<file path="src/rtl/clk_div_scheduler_if.sv">
// Configuration handshake bundle for the clock divider scheduler.
interface clk_div_scheduler_if #(
  parameter int CNT_W = 8
);
  logic             cfg_valid;
  logic             cfg_ready;
  logic [CNT_W-1:0] cfg_div;
  logic [CNT_W-1:0] cfg_high;
  logic             cfg_err;

  modport master (output cfg_valid, cfg_div, cfg_high, input cfg_ready, cfg_err);
  modport slave  (input cfg_valid, cfg_div, cfg_high, output cfg_ready, cfg_err);
endinterface

</file>
<file path="src/rtl/clk_div_scheduler.sv">
// Run-time controller for a programmable clock divider: validates N/H requests and applies them
// only on period boundaries. Optional CLK_DIV_PERIOD_CNT_EN adds a saturating completed-period counter.
module clk_div_scheduler #(
  parameter int CNT_W        = 8,
  parameter int DEFAULT_DIV  = 4,
  parameter int DEFAULT_HIGH = 2
) (
  input  logic               clockin_i,
  input  logic               reset_i,
  input  logic               enable_i,
  clk_div_scheduler_if.slave cfg_if,
  output logic               clockout_o,
  output logic [CNT_W-1:0]   count_o,
  output logic               period_done_o,
  output logic [CNT_W-1:0]   active_div_o
`ifdef CLK_DIV_PERIOD_CNT_EN
  ,
  output logic [15:0]        period_cnt_o
`endif
);

  typedef enum logic [1:0] {IDLE, RUN, PEND, STOP} state_t;

  localparam logic [CNT_W-1:0] DEF_DIV  = CNT_W'(DEFAULT_DIV);
  localparam logic [CNT_W-1:0] DEF_HIGH = CNT_W'(DEFAULT_HIGH);
  localparam logic [CNT_W-1:0] ONE      = CNT_W'(1);
  localparam logic [CNT_W-1:0] TWO      = CNT_W'(2);

  state_t           state_q, state_d;
  logic [CNT_W-1:0] count_q, count_d;
  logic [CNT_W-1:0] div_q, div_d;
  logic [CNT_W-1:0] high_q, high_d;
  logic [CNT_W-1:0] sdiv_q, sdiv_d;
  logic [CNT_W-1:0] shigh_q, shigh_d;
  logic             clockout_q, clockout_d;
  logic             cfg_err_q, cfg_err_d;

  logic             accept;
  logic             cfg_ok;
  logic             take_cfg;
  logic             last_cycle;
  logic [CNT_W-1:0] count_inc;

  assign cfg_ok     = (cfg_if.cfg_div >= TWO) && (cfg_if.cfg_high != '0)
                      && (cfg_if.cfg_high < cfg_if.cfg_div);
  assign accept     = cfg_if.cfg_valid && cfg_if.cfg_ready;
  assign take_cfg   = accept && cfg_ok;
  assign last_cycle = (state_q != IDLE) && (count_q == div_q - ONE);
  assign count_inc  = count_q + ONE;

  always_comb begin
    state_d    = state_q;
    count_d    = count_q;
    clockout_d = clockout_q;
    div_d      = div_q;
    high_d     = high_q;
    sdiv_d     = sdiv_q;
    shigh_d    = shigh_q;
    cfg_err_d  = accept && !cfg_ok;

    case (state_q)
      IDLE: begin
        count_d    = '0;
        clockout_d = enable_i;
        if (take_cfg) begin
          div_d  = cfg_if.cfg_div;
          high_d = cfg_if.cfg_high;
        end
        if (enable_i) state_d = RUN;
      end
      default: begin
        if (last_cycle) begin
          // Wrap edge: the only place N/H may change while running, so no runt pulse.
          if (state_q == PEND) begin
            div_d  = sdiv_q;
            high_d = shigh_q;
          end else if (take_cfg) begin
            div_d  = cfg_if.cfg_div;
            high_d = cfg_if.cfg_high;
          end
          count_d    = '0;
          clockout_d = enable_i;
          state_d    = enable_i ? RUN : IDLE;
        end else begin
          count_d    = count_inc;
          clockout_d = (count_inc < high_q);
          if (take_cfg) begin
            sdiv_d  = cfg_if.cfg_div;
            shigh_d = cfg_if.cfg_high;
            state_d = PEND;
          end else if (state_q != PEND) begin
            state_d = enable_i ? RUN : STOP;
          end
        end
      end
    endcase
  end

  always_ff @(posedge clockin_i or posedge reset_i) begin
    if (reset_i) begin
      state_q    <= IDLE;
      count_q    <= '0;
      clockout_q <= 1'b0;
      cfg_err_q  <= 1'b0;
      div_q      <= DEF_DIV;
      high_q     <= DEF_HIGH;
      sdiv_q     <= '0;
      shigh_q    <= '0;
    end else begin
      state_q    <= state_d;
      count_q    <= count_d;
      clockout_q <= clockout_d;
      cfg_err_q  <= cfg_err_d;
      div_q      <= div_d;
      high_q     <= high_d;
      sdiv_q     <= sdiv_d;
      shigh_q    <= shigh_d;
    end
  end

  assign cfg_if.cfg_ready = (state_q != PEND);
  assign cfg_if.cfg_err   = cfg_err_q;
  assign clockout_o       = clockout_q;
  assign count_o          = count_q;
  assign period_done_o    = last_cycle;
  assign active_div_o     = div_q;

`ifdef CLK_DIV_PERIOD_CNT_EN
  logic [15:0] pcnt_q, pcnt_d;
  logic        cfg_applied;

  assign cfg_applied = ((state_q == IDLE) && take_cfg)
                       || (last_cycle && ((state_q == PEND) || take_cfg));

  always_comb begin
    pcnt_d = pcnt_q;
    if (cfg_applied)
      pcnt_d = '0;
    else if (last_cycle && (pcnt_q != 16'hFFFF))
      pcnt_d = pcnt_q + 16'd1;
  end

  always_ff @(posedge clockin_i or posedge reset_i) begin
    if (reset_i) pcnt_q <= '0;
    else         pcnt_q <= pcnt_d;
  end

  assign period_cnt_o = pcnt_q;
`endif

endmodule
</file>
<file path="src/flat_wrapper.sv">
// flat-port wrapper written by rule: the top's interface ports become plain ports
module clk_div_scheduler_flat 
#(
  parameter int CNT_W        = 8,
  parameter int DEFAULT_DIV  = 4,
  parameter int DEFAULT_HIGH = 2
)
  (clockin_i, reset_i, enable_i, clockout_o, count_o, period_done_o, active_div_o, cfg_if_cfg_valid, cfg_if_cfg_div, cfg_if_cfg_high, cfg_if_cfg_ready, cfg_if_cfg_err);
  clk_div_scheduler_if #(.CNT_W(CNT_W)) cfg_if_i ();
  input  logic clockin_i;
  input  logic reset_i;
  input  logic enable_i;
  output logic clockout_o;
  output logic [CNT_W-1:0] count_o;
  output logic period_done_o;
  output logic [CNT_W-1:0] active_div_o;
  input wire logic [$bits(cfg_if_i.cfg_valid)-1:0] cfg_if_cfg_valid;
  input wire logic [$bits(cfg_if_i.cfg_div)-1:0] cfg_if_cfg_div;
  input wire logic [$bits(cfg_if_i.cfg_high)-1:0] cfg_if_cfg_high;
  output wire logic [$bits(cfg_if_i.cfg_ready)-1:0] cfg_if_cfg_ready;
  output wire logic [$bits(cfg_if_i.cfg_err)-1:0] cfg_if_cfg_err;
  assign cfg_if_i.cfg_valid = cfg_if_cfg_valid;
  assign cfg_if_i.cfg_div = cfg_if_cfg_div;
  assign cfg_if_i.cfg_high = cfg_if_cfg_high;
  assign cfg_if_cfg_ready = cfg_if_i.cfg_ready;
  assign cfg_if_cfg_err = cfg_if_i.cfg_err;
  clk_div_scheduler #(.CNT_W(CNT_W), .DEFAULT_DIV(DEFAULT_DIV), .DEFAULT_HIGH(DEFAULT_HIGH)) u_core (.clockin_i(clockin_i), .reset_i(reset_i), .enable_i(enable_i), .cfg_if(cfg_if_i), .clockout_o(clockout_o), .count_o(count_o), .period_done_o(period_done_o), .active_div_o(active_div_o));
endmodule
</file>
<file path="config.mk">
export PLATFORM = sky130hd
export DESIGN_NAME = clk_div_scheduler_flat
export DESIGN_NICKNAME = d
export VERILOG_FILES = /design/src/rtl/clk_div_scheduler_if.sv /design/src/rtl/clk_div_scheduler.sv /design/src/flat_wrapper.sv
export SDC_FILE = /design/constraint.sdc
export NUM_CORES = 1
export LEC_CHECK = 0
export ABC_AREA = 1
export CORE_UTILIZATION = 57
export DETAILED_ROUTE_END_ITERATION = 10
export PLACE_DENSITY = 0.9
export RECOVER_POWER = 50
export SLEW_MARGIN = 5
export SYNTH_ARGS = -nofsm -noshare
export SYNTH_HDL_FRONTEND = slang
export SYNTH_SLANG_ARGS = --single-unit
</file>
<file path="constraint.sdc">
create_clock -name clockin_i -period 3.05 [get_ports clockin_i]
set_input_delay 0.7625 -clock clockin_i [delete_from_list [all_inputs] [get_ports clockin_i]]
set_output_delay 0.7625 -clock clockin_i [all_outputs]
set_load 0.03 [all_outputs]
</file>
======== After elaboration in Yosys (flattened, before gate mapping) ========
Cells that the tools add are included.
storage, ports and cells
  register bits ........................... 44
  bits of input ports ..................... 20
  latch bits .............................. 0
  output and inout port bits .............. 20
  logic and storage cells ................. 52
  bits in writable memories ............... 0
  bits in read-only memories .............. 0
  memories kept ........................... 0
operators by class
  multiply operators ...................... 0
  reduce and logical (&&, ||, !) cells .... 14
  equal/unequal tests ..................... 4
  mux-type cells .......................... 19
  bitwise gates (word level) .............. 2
  divide/modulo/power cells ............... 0
  order comparisons ....................... 3
  shifts and indexed selects .............. 0
  add/subtract/negate cells ............... 2
operators by type and width
  cell                                                                                 count
  8-bit two-way mux                                                                    10
  8-bit < comparator                                                                   2
  2-bit two-way mux                                                                    6
  8-bit by 1-bit adder with 8-bit output, second input constant                        1
  8-bit equality test                                                                  1
  8-bit by 2-bit greater-or-equal comparator with 1-bit output, second input constant  1
  8-bit nonzero test                                                                   1
  8-bit by 1-bit subtractor with 8-bit output, second input constant                   1
  1-bit logical AND                                                                    6
  2-bit inequality test, second input constant                                         2
  2-bit nonzero test                                                                   2
  4-bit nonzero test                                                                   1
  1-bit two-way mux                                                                    3
  3-bit AND reduction                                                                  1
  2-bit equality test, second input constant                                           1
  2-bit zero test                                                                      1
  1-bit NOT                                                                            2
  2-bit AND reduction                                                                  1
  1-bit zero test                                                                      1

======== Depth between registers and ports, before layout ========
  depth in word-level cells ............... 8
  depth in mapped cells ................... 15
  gate-level depth less buffers ........... 14

======== Worst setup path after synthesis ========
Ideal clock, no wire load.
  path kind ............................... register -> output
  start point ............................. register u_core.div_q[0] (netlist: u_core.active_div_o[0])
  end point ............................... output port period_done_o
  buffers on the path ..................... 1
  slack ................................... 0.242 ns
  cell stages (with the launch flop) ...... 13
  data arrival time ....................... 2.046 ns
  data required time ...................... 2.288 ns
  path through ............................ dfrtp_1 inv_1 ha_1 inv_1 nand2_1 nand2_1 nand2_1 nand2_1 nand3_1 nor2_2 nand2_4 buf_6 nor2_1
between the ends
  cells in the longest elaborated chain, start to end .. 3
ends and longest elaborated chain
  element                                      RTL line                  RTL
  start: declaration                           clk_div_scheduler.sv:31   logic [CNT_W-1:0] div_q, div_d;
  start signal: assignment                     clk_div_scheduler.sv:114  div_q <= div_d;
  8-bit by 1-bit subtractor with 8-bit output  clk_div_scheduler.sv:48   assign last_cycle = (state_q != IDLE) && (count_q == div_q - ONE);
  8-bit equality test                          clk_div_scheduler.sv:48
  1-bit logical AND                            clk_div_scheduler.sv:48
  end: declaration                             flat_wrapper.sv:15        output logic period_done_o;
No other way between the ends.

======== Worst setup path in the final report ========
Same ends and word-level chain as after synthesis.

==> summary.txt <==
Power
  • VDD IR-drop max: about 0.23 mV
  • Switching Share: between 20 and 25%
  • Clock Power Share: roughly 40%
  • Sequential Power Share: 52.6%
  • PD cells: approximately 320 nW/um2
  • Sw Pwr: 0.000248 W
  • LEAKAGE: 1.81 nW
  • Internal: between 0.0008 and 0.0009 W
  • Combinational Power Share: about 7.4%

Clock tree
  • CTS H-Tree Depth: 2
  • Clock Tree Buf Depth: 2
  • Num CTS Buffers: 5
  • Total setup buffers inserted after CTS: 0
  • Clock tree root driver cell: clkbuf_8
  • Insertion delay to the later sink of the worst-skew pair: roughly 300 ps
  • CTS tree: built
  • Num Clock Sinks: 44
  • CTS clk-pin slew, worst paths: 80 ps

Synth
  • Yosys top cell by area: dfrtp_1
  • Post-synth cell types: 31
  • Synth Area in Compound Gates: between 7 and 8%
  • Post-synth top flop: dfrtp_1
  • Area share of fa/ha/maj cells after synthesis: a little under 7%
  • Mux share of post-synthesis cell area: 0%
  • Register area share after synthesis: between 30% and 40%
  • Syn_nets: approximately 440
  • #FFs+latches synth: 44
  • Most common cell in the netlist: nand2_1
  • Simple-Gate Fraction of Synth Area: between 30% and 40%
  • Xor/xnor cell area share of the yosys netlist: under 10%
  • Number of flops mapped to enable cells by yosys: 0
  • Synth Warn #: 0
  • Async set-reset flop share out of synthesis: 100%
  • Largest family of logic cells by synthesized area: simple AND/OR/NAND/NOR gates
  • Gate Count Post-Synth: between 400 and 500
  • Share of the synthesized area in the top cell type: 36.4%
  • Commonest cells post-synth: nand2_1, inv_1, nor2_1
  • Synth area leaders: dfrtp_1, nand2_1, ha_1
  • Mapped cell area: between 2000 and 3000 um2
  • Mean post-synth cell area: about 7 um2

Global route
  • Initial antenna violation count: 0
  • GR Overflow Total: 0
  • Vias in the first global route: 2607
  • GR Util met1: about two fifths
  • Largest net degree at the start of global routing: 45
  • Met2 Resource Use GR: a little under half
  • First-pass GRT wire length: 11.8 mm
  • Grt met3 use: 4.70%
  • Total global-route track usage: 28.8%
  • Gr busiest metal: met2

Worst setup path
  • Arr. time, crit path: roughly 2000 ps
  • CP startpoint: u_core.active_div_o[0]
  • Worst r2r path cells: 14
  • Setup crit end kind: primary output
  • Critical path class: register to primary output
  • Worst R2R End: u_core.clockout_o
  • Critical Path Start Type: register
  • R2R Setup Slk: approximately 440 ps
  • Worst path required time: approximately 2300 ps
  • CP Max Fanout: 5
  • Critical Path End: period_done_o
  • Reg2Reg Launch Point: u_core.active_div_o[0]

Routing
  • Post-route ant nets: 0
  • Via Count: approximately 2700
  • Vias per std cell: around 5.3
  • Initial DRC count: between 150 and 200
  • Pre-antenna DRT Iters: 5
  • Final WL: roughly 6.9 mm
  • DRC errors left: 0
  • WL per Instance: 13.5 um

Floorplan
  • Starting Density: between 60% and 70%
  • Core ar.: ~4800 um2
  • Die ar.: between 5000 and 6000 um2
  • Width of the die: 73.2 um
  • IO Pins: 40
  • Rows: 25
  • Die Height: 73.2 um

STA
  • Worst setup margin: between 300 and 400 ps
  • Worst Clk Skew: between 6 and 7 ps
  • Fin. Hold Viols: 0
  • Hold WS: 490 ps
  • Min cycle time layout: 2740 ps
  • RSZ-0062 raised after global routing: false
  • Setup-failing EPs final: 0
  • Worst slew pin tran: 1100 ps
  • Setup TNS: 0 ps
  • Rel. slew slack: between 20% and 30%
  • Final Slew Violations: 0
  • Final period utilization: between 80% and 90%
  • F_max: ~0.36 GHz

Place
  • RePlAce Congestion: 0.915
  • Post-DP HPWL: between 5 and 6 mm
  • Pre-CTS setup slack: 195 ps
  • IO Port Bufs: 39

Flow run
  • Max-Cap Viols: 0

Finish
  • Register area: around 1100 um2
  • Area delta synth->final: 18.7%
  • Diodes inserted: 0
  • Final core utilization: between 70% and 80%
  • # fillers: 404
  • Area of the multi-input gates: approximately 1500 um2
  • Layout cells sized above 1: under 10%
  • Fin nets: between 400 and 500

Min path
  • Hold Path Class: register to register

Run status
  • Status: finished clean
## power by group through the flow
| stage | sequential (W) | combinational (W) | clock, W |
|---|---|---|---|
| floorplan | 0.000594 | 0.0000385 | 0 |
| global placement | 0.000594 | 0.0000796 | 0 |
| detailed placement | 0.000594 | 0.0000824 | 0 |
| CTS | 0.000583 | 0.0000829 | 0.000449 |
| global route | 0.000583 | 0.0000921 | 0.000470 |
| finish | 0.000583 | 0.0000822 | 0.000444 |
## registers in the layout, indices dropped and copies added, names as in the netlist
name and count:
u_core.shigh_q 8, u_core.high_q 8, u_core.active_div_o 8, u_core.sdiv_q 8, u_core.cfg_if.cfg_err 1, u_core.state_q 2
u_core.clockout_o 1, u_core.count_o 8
## repair_timing
action,CTS,global route
resized for setup,1,2
hold buffers,0,0
gates cloned,0,0
endpoints found under the setup margin,1,1
## stage by stage
step / power (W) / instances / cell area (um2)
after floorplan: 0.000633 / 403 / 2890
after global placement: 0.000674 / 505 / 3340
after detailed placement: 0.000677 / 505 / 3340
after CTS: 0.00112 / 513 / 3440
after global routing: 0.00115 / 513 / 3430
final: 0.00111 / 513 / 3430
## cells by family (layout without fill, tap and decap cells)
| logic type | Yosys count | after routing |
|---|---|---|
| AOI/OAI and AO/OA | 43 | 43 |
| xor gates and xnor gates | 11 | 11 |
| adders and majority gates | 16 | 16 |
| buffers and inverters | 65 | 108 |
| DFF | 44 | 44 |
| and+or+nand+nor | 224 | 224 |
## worst min-delay path by stage
stage	from	endpoint	slack [ps]	cells past startpoint
detailed placement	u_core.sdiv_q[0]	u_core.sdiv_q[0]	470	2
global route	u_core.sdiv_q[6]	u_core.sdiv_q[6]	520	2
finish	u_core.high_q[1]	u_core.high_q[1]	490	2
global placement	u_core.sdiv_q[6]	u_core.sdiv_q[6]	470	2
floorplan	u_core.sdiv_q[0]	u_core.sdiv_q[0]	450	2
CTS	u_core.high_q[1]	u_core.high_q[1]	490	2
## cell type report
cell class                      instances  share of cell area (%)
Sequential cell                        44                    32.2
Clock inverter                          2                    1.02
Clock buffer                            6                    2.12
Multi-Input combinational cell        294                    43.4
Tap cell                               67                    2.45
Timing Repair Buffer                   47                    12.9
Inverter                               53                    5.88
## placed cells by master (no fill, tap or decap)
cell type,count
nand2b_1,1
xnor2_1,3
a31oi_1,1
or2_2,4
inv_4,1
ha_1,16
clkinv_1,1
dfstp_2,2
o21ai_0,2
nand4_2,1
clkbuf_1,1
a21o_1,1
bufinv_16,1
nand3_2,2
nor2_4,1
o21ai_1,17
buf_4,7
inv_1,46
nor2_1,47
nand3_1,26
nand3b_1,2
inv_2,5
dfrtp_1,42
nand4_1,10
a21oi_1,20
dlygate4sd3_1,3
nor2_2,4
o21a_1,1
clkbuf_8,5
clkdlybuf4s50_1,35
clkinv_2,1
nand2_4,1
o211a_1,1
clkbuf_2,2
xor2_1,8
nand2_1,125
## worst max-delay path, stage by stage, from the launching register on
cell      delay, ps
dfrtp_1         390
inv_1           140
ha_1            230
nand2_1         100
nor2_1          100
nand2_1          50
nand2_1          60
nand3_1          70
nor2_1          180
nand2_4          70
nor2_1          100
clkbuf_2        210
## per-layer routing
metal | vias to the layer above | wire length [um] | part of all wire, %
met5 | - | 0 | 0
met4 | 0 | 182 | 2.6
met3 | 22 | 356 | 5.1
met2 | 109 | 3300 | 48
met1 | 1254 | 3100 | 45
li1 | 1353 | - | -
Note: power is estimated with default switching activity, not from simulation.
